### config.mk
export PLATFORM = sky130hd
export DESIGN_NAME = encoder
export DESIGN_NICKNAME = d
export VERILOG_FILES = /design/src/rtl/encoder_pkg.sv /design/src/rtl/encoder_popcnt8.sv /design/src/rtl/encoder.sv
export SDC_FILE = /design/constraint.sdc
export NUM_CORES = 1
export LEC_CHECK = 0
export ABC_AREA = 1
export CORE_MARGIN = 2
export CORE_UTILIZATION = 49
export CTS_BUF_LIST = sky130_fd_sc_hd__clkbuf_4 sky130_fd_sc_hd__clkbuf_8
export CTS_CLUSTER_DIAMETER = 40
export CTS_CLUSTER_SIZE = 25
export DETAILED_ROUTE_END_ITERATION = 10
export PLACE_DENSITY = 0.79
export SYNTH_ARGS = -nofsm -noshare
export SYNTH_HDL_FRONTEND = slang
export SYNTH_SLANG_ARGS = --single-unit
### constraint.sdc
create_clock -name clk -period 5 [get_ports clk]
set_input_delay 1 -clock clk [delete_from_list [all_inputs] [get_ports clk]]
set_output_delay 1 -clock clk [all_outputs]
set_load 0.005 [all_outputs]
### src/rtl/encoder_pkg.sv
// Shared constants and helpers for the 128-bit population-count encoder.
// Optional feature macro used by the block: ENCODER_FULL_FLAG_EN (adds out_full).
// Contents: widths, group geometry, saturation limit, saturating narrowing helper.
package encoder_pkg;

  localparam int IN_W     = 128;  // input vector width
  localparam int CNT_W    = 7;    // output count width
  localparam int GRP_W    = 8;    // bits covered by one partial count
  localparam int NUM_GRP  = 16;   // number of partial counts
  localparam int CNT_MAX  = 127;  // saturation value of out_count
  localparam int PART_W   = 4;    // width of one partial count (0..8)
  localparam int SUM_W    = 8;    // internal sum width, holds 0..128
  localparam int FULL_SUM = 128;  // sum value reached only by an all-ones input

  // Narrow the 8-bit sum to the 7-bit output, clamping 128 down to 127.
  function automatic logic [CNT_W-1:0] sat_cnt(input logic [SUM_W-1:0] sum);
    if (sum > SUM_W'(CNT_MAX)) begin
      return CNT_W'(CNT_MAX);
    end
    return sum[CNT_W-1:0];
  endfunction

endpackage

### src/rtl/encoder_popcnt8.sv
// popcnt8: number of set bits in one 8-bit group, purely combinational.
// Ports: grp_i  - 8-bit group to count
//        cnt_o  - 4-bit count, 0..8
module popcnt8
  import encoder_pkg::*;
(
  input  logic [GRP_W-1:0]  grp_i,
  output logic [PART_W-1:0] cnt_o
);

  always_comb begin
    cnt_o = '0;
    for (int i = 0; i < GRP_W; i++) begin
      cnt_o = cnt_o + {{(PART_W-1){1'b0}}, grp_i[i]};
    end
  end

endmodule

### src/rtl/encoder.sv
// encoder: saturating population count of a 128-bit vector, 2-stage pipeline.
// Ports: clk, rst_n (async, active low), in_valid/in_data (input sample, no backpressure),
//        out_valid/out_count (result), out_full (only with ENCODER_FULL_FLAG_EN defined).
module encoder
  import encoder_pkg::*;
#(
  parameter int IN_W  = encoder_pkg::IN_W,
  parameter int CNT_W = encoder_pkg::CNT_W
) (
  input  logic             clk,
  input  logic             rst_n,
  input  logic             in_valid,
  input  logic [IN_W-1:0]  in_data,
  output logic             out_valid,
  output logic [CNT_W-1:0] out_count
`ifdef ENCODER_FULL_FLAG_EN
  ,
  output logic             out_full
`endif
);

  // Only the packaged geometry is implemented; catch any other override at elaboration.
  if (IN_W != encoder_pkg::IN_W) begin : g_bad_in_w
    $error("encoder: IN_W must be 128");
  end
  if (CNT_W != encoder_pkg::CNT_W) begin : g_bad_cnt_w
    $error("encoder: CNT_W must be 7");
  end

  // ---------------- Stage 1: sixteen 8-bit partial counts ----------------
  logic [PART_W-1:0] part_d [NUM_GRP];
  logic [PART_W-1:0] part_q [NUM_GRP];
  logic              vld1_q;

  for (genvar g = 0; g < NUM_GRP; g++) begin : g_grp
    popcnt8 u_popcnt8 (
      .grp_i (in_data[g*GRP_W +: GRP_W]),
      .cnt_o (part_d[g])
    );
  end

  always_ff @(posedge clk or negedge rst_n) begin
    if (!rst_n) begin
      vld1_q <= 1'b0;
      for (int i = 0; i < NUM_GRP; i++) begin
        part_q[i] <= '0;
      end
    end else begin
      vld1_q <= in_valid;
      // Idle cycles leave the partial counts untouched.
      if (in_valid) begin
        for (int i = 0; i < NUM_GRP; i++) begin
          part_q[i] <= part_d[i];
        end
      end
    end
  end

  // ---------------- Stage 2: saturated sum ----------------
  logic [SUM_W-1:0] sum_d;
  logic [CNT_W-1:0] cnt_d;
  logic [CNT_W-1:0] cnt_q;
  logic             vld2_q;

  always_comb begin
    sum_d = '0;
    for (int i = 0; i < NUM_GRP; i++) begin
      sum_d = sum_d + {{(SUM_W-PART_W){1'b0}}, part_q[i]};
    end
    cnt_d = sat_cnt(sum_d);
  end

  always_ff @(posedge clk or negedge rst_n) begin
    if (!rst_n) begin
      vld2_q <= 1'b0;
      cnt_q  <= '0;
    end else begin
      vld2_q <= vld1_q;
      // The result only moves when a valid sample reaches the output stage.
      if (vld1_q) begin
        cnt_q <= cnt_d;
      end
    end
  end

  assign out_valid = vld2_q;
  assign out_count = cnt_q;

`ifdef ENCODER_FULL_FLAG_EN
  logic full_d;
  logic full_q;

  // A sum of 128 is only reachable when every input bit is set.
  assign full_d = (sum_d == SUM_W'(FULL_SUM));

  always_ff @(posedge clk or negedge rst_n) begin
    if (!rst_n) begin
      full_q <= 1'b0;
    end else if (vld1_q) begin
      full_q <= full_d;
    end
  end

  assign out_full = full_q;
`endif

endmodule

======== After elaboration in Yosys (flattened, before gate mapping) ========
Index checks and enable logic that the tools add are counted.
W data, S select, Z words.
operators by class
  $add $sub $neg .......................... 127
  order comparisons ....................... 1
  muxes and demuxes ....................... 3
operators by type and width
  cell                  number
  $add A4 B1 Y4         96
  $add A8 B4 Y8         11
  $add A1 B1 Y2         16
  $mux W7               2
  $add A7 B4 Y8         1
  $gt A8 B7 Y1 const B  1
  $add A6 B4 Y7         1
  $add A5 B4 Y6         1
  $add A4 B4 Y5         1
  $mux W1               1
word-level totals
  logic and storage cells ................. 150
  output and inout bits ................... 8
  bits of input ports ..................... 131
  register bits after elaboration ......... 73

======== Depth between registers and ports, before layout ========
  depth after elaboration ................. 18
  depth in mapped cells ................... 21
  gate-level depth less buffers ........... 21

======== Cells and area by module ========
A second synthesis with hierarchy kept.
second synthesis, totals
  cell total of the unflattened synthesis .. 872
  area, all modules ....................... 7734.9 µm²
by module, submodules not included
  module   sequential area each (µm²)  times used  cells an instance  area an instance (µm²)
  encoder  1826.8                      1           408                4511.8
  popcnt8  0.0                         16          29                 201.4

======== Worst setup path after synthesis ========
No wires, ideal clock.
  path type ............................... register -> register
  start ................................... register part_q[2] (netlist bit)
  end ..................................... register cnt_q[6] (netlist: out_count[6])
  setup time .............................. 0.120 ns
  data required time ...................... 4.880 ns
  buffers on the path ..................... 0
  clock period less this slack ............ 4.604 ns
  cell stages (with the launch flop) ...... 17
  path slack .............................. 0.396 ns
  arrival ................................. 4.484 ns
  path through ............................ dfrtp_1 inv_1 fa_1 inv_1 fa_1 fa_1 fa_1 fa_1 fa_1 ha_1 fa_1 nand3_1 nand3_1 nand2_1 nand2_1 nor2_1 a21oi_2
between the ends
  cells in the longest elaborated chain, start to end .. 4
RTL lines
  what                             line               RTL
  start, declared                  encoder.sv:32      logic [PART_W-1:0] part_q [NUM_GRP];
  start signal, assigned by index  encoder.sv:53      part_q[i] <= part_d[i];
  $add A8 B4 Y8 *                  encoder.sv:68      sum_d = sum_d + {{(SUM_W-PART_W){1'b0}}, part_q[i]};
  $gt A8 B7 Y1                     encoder_pkg.sv:17  if (sum > SUM_W'(CNT_MAX)) begin
  $mux W1                          encoder_pkg.sv:17
  $mux W7 *                        encoder_pkg.sv:20  return sum[CNT_W-1:0];
  end signal, assigned             encoder.sv:81      cnt_q <= cnt_d;
  end, declared                    encoder.sv:62      logic [CNT_W-1:0] cnt_q;
Mark *: on every way between the ends. The rest lies on a longest branch, timed or not.
A chain may end at the register's enable or synchronous reset.

======== Final worst setup path ========
  start ................................... register part_q[3] (netlist bit)
  end ..................................... register cnt_q[6] (netlist: out_count[6])
The elaborated chain is that of the path after synthesis.

==> summary.txt <==
standard-cell rows: 44
Vias: 4867
crit start category: register
Synth Register Bits: 73
fin nets: 1207
Synth Instances: 758
CTS root buf: clkbuf_8
area occupied by registers: 0.001827 mm²
Initial Utilization: 49.76%
Yosys Warn Count: 0
sequential area share after synthesis: 25.55%
hold path endpoint: part_q[6]
Clock Tree Buf Depth: 2
worst reg2reg startpoint: part_q[3]
R2R Setup Slk: 0.28 ns
endpoints failing setup: 0
max-slew violation count: 0
mapped cell area: 0.007151 mm²
Hold Startpoint: part_q[6]
total CTS buffers: 9
most frequent cells in the layout: 262 x inv_1, 136 x clkdlybuf4s50_1, 116 x fa_1
post-synthesis cell type count: 23
Setup CP Type: reg2reg
initial antenna violation count: 0
Worst-Skew Late Latency: 0.35 ns
GP Congestion: 0.7714
CP dominant cell by count: fa_1
ANT cells: 0
WP data required: 5.24 ns
crit-path max FO: 2
die area: 0.01558 mm²
CTS Sinks: 73
Max Cap Violations: 0
drt drc: 0
initial drt markers: 198
RSZ-0062 raised after global routing: false
minimum clock period after layout: 4.723 ns
kind of end point of the critical path: register
Async SR Flop Fraction: 100.0%
Fin Clk Skew: 0.009313 ns
layout cells sized above 1: 4.227%
syn_nets: 1070
slowest cell delay on critical path: 0.54 ns
first-pass detailed-route iteration total: 6
worst hold path depth: 2
Post-synth top flop: dfrtp_1
Clock transition at path regs: 0.07 ns
vias per cell: 4.494
share of the synthesized area in the top cell type: 32.48%
die height: 124.8 µm
worst path arrival time: 4.96 ns
final core occ: 62.03%
Max Clk Rate: 0.2117 GHz
worst-case reg-to-reg path depth: 17
multi-input logic area: 0.004255 mm²
Area Growth Syn to Fin: 24.64%
Die Wd: 124.8 µm
final WL: 12.55 mm
gr usage total: 18.05%
CTS H-Tree Depth: 3
vias in the first global route: 5237
Fillers: 1184
first-pass GRT wire length: 23.11 mm
syn avg cell area: 9.434 µm²
Final Hold Viols: 0
CTS tree: built
post-DR wirelength/cell: 11.59 µm
Setup crit start: part_q[3]
Post-synth EDFFs: 0
GRT overflow: 0
Slew @ Worst Pin: 0.9022 ns
top post-synthesis cells by area: fa_1 32%, dfrtp_1 26%, inv_1 14%, ha_1 11%, nand2_1 5.5%
final setup TNS: 0 ns
area leader, netlist: fa_1
commonest non-fill, non-tap cell in the layout: inv_1
CP max stage cell: fa_1
Post-CTS Resized: 0
part of the cycle the worst path needs: 94.46%
outcome: complete, no violations
largest net degree at the start of global routing: 74
Max-slew headroom: 39.85%
Hold Crit Class: reg2reg
IO Pins: 139
CP Cell Sequence: inv_1 > fa_1 > inv_1 > fa_1 > fa_1 > fa_1 > fa_1 > inv_1 > fa_1 > inv_1 > fa_1 > nand3_1 > nand3_1 > nand2_1 > nand2_1 > nor2_1 > a21oi_2
final hold slack: 0.4933 ns
Post-DRT Antenna Nets: 0
CORE AREA: 0.01437 mm²
DP HPWL: 10.77 mm
I/O Buffers: 138
Worst R2R End: out_count[6]
## synth_stat cells (5+ instances only)
library cell    n
inv_1         262
fa_1          116
nand2_1       105
dfrtp_1        73
ha_1           65
o21ai_1        35
a21oi_1        17
xor2_1         17
o22ai_1        13
buf_2          11
nor2_1         10
nand3_1         9
or2_2           5
## state kept, by name, indices dropped and copies added, names as in the netlist
name       count
out_valid      1
out_count      7
part_q        64
vld1_q         1
## cells by family (layout without fill, tap and decap cells)
kind of cell             count (synthesis)  count (layout)  share of synthesized area (%)
AO/OA/AOI/OAI                           71              71                          5.354
buffers and inverters                  279             420                          14.94
AND/OR/NAND/NOR                        137             137                          8.224
flip-flops                              73              73                          25.55
adder cells (fa/ha/maj)                181             181                          43.85
XOR/XNOR                                17              17                          2.082
## how the worst max path moves through the flow
stage                   end  depth (start not counted)
2_1_floorplan  out_count[6]                         16
3_3_place_gp   out_count[6]                         17
3_5_place_dp   out_count[6]                         16
4_1_cts        out_count[6]                         16
5_1_grt        out_count[4]                         15
6_report       out_count[6]                         17
## per-layer routing
metal | GRT usage [%] | share of wire, % | vias up
li1 | - | - | 2447
met1 | 23.56 | 44 | 2322
met2 | 31.76 | 52 | 88
met3 | 2.878 | 3.3 | 10
met4 | 4.164 | 1.1 | 0
met5 | 0 | 0 | -
## timing repair
item / in CTS / in global routing
endpoints found under the setup margin: 0 / 2
hold buffers: 0 / 0
buffers inserted: 0 / 0
## through the flow
stage / instance area (µm²) / instances / setup WS, ns
2_1_floorplan: 7151 / 758 / 0.3964
3_3_place_gp: 8696 / 1068 / 0.2865
3_5_place_dp: 8696 / 1068 / 0.2132
4_1_cts: 8912 / 1083 / 0.2093
5_1_grt: 8912 / 1083 / 0.005902
6_report: 8912 / 1083 / 0.2768
## layout make-up
type / instances / area share [%]
Clock buffer: 9 / 1.390
Timing Repair Buffer: 140 / 15.58
Multi-Input combinational cell: 406 / 47.75
Tap cell: 184 / 2.583
Sequential cell: 73 / 20.50
Clock inverter: 6 / 1.039
Inverter: 265 / 11.16
## worst max-delay path, delay by kind of cell, from the launching register on
family | cells | cell delay [ns]
adder cells (fa/ha/maj) | 7 | 3.62
AND/OR/NAND/NOR | 5 | 0.39
flip-flops | 1 | 0.33
buffers and inverters | 4 | 0.24
AO/OA/AOI/OAI | 1 | 0.06
Power is not shown: default switching activity piles up to over one toggle a cycle in this logic, so the estimate is an artifact.
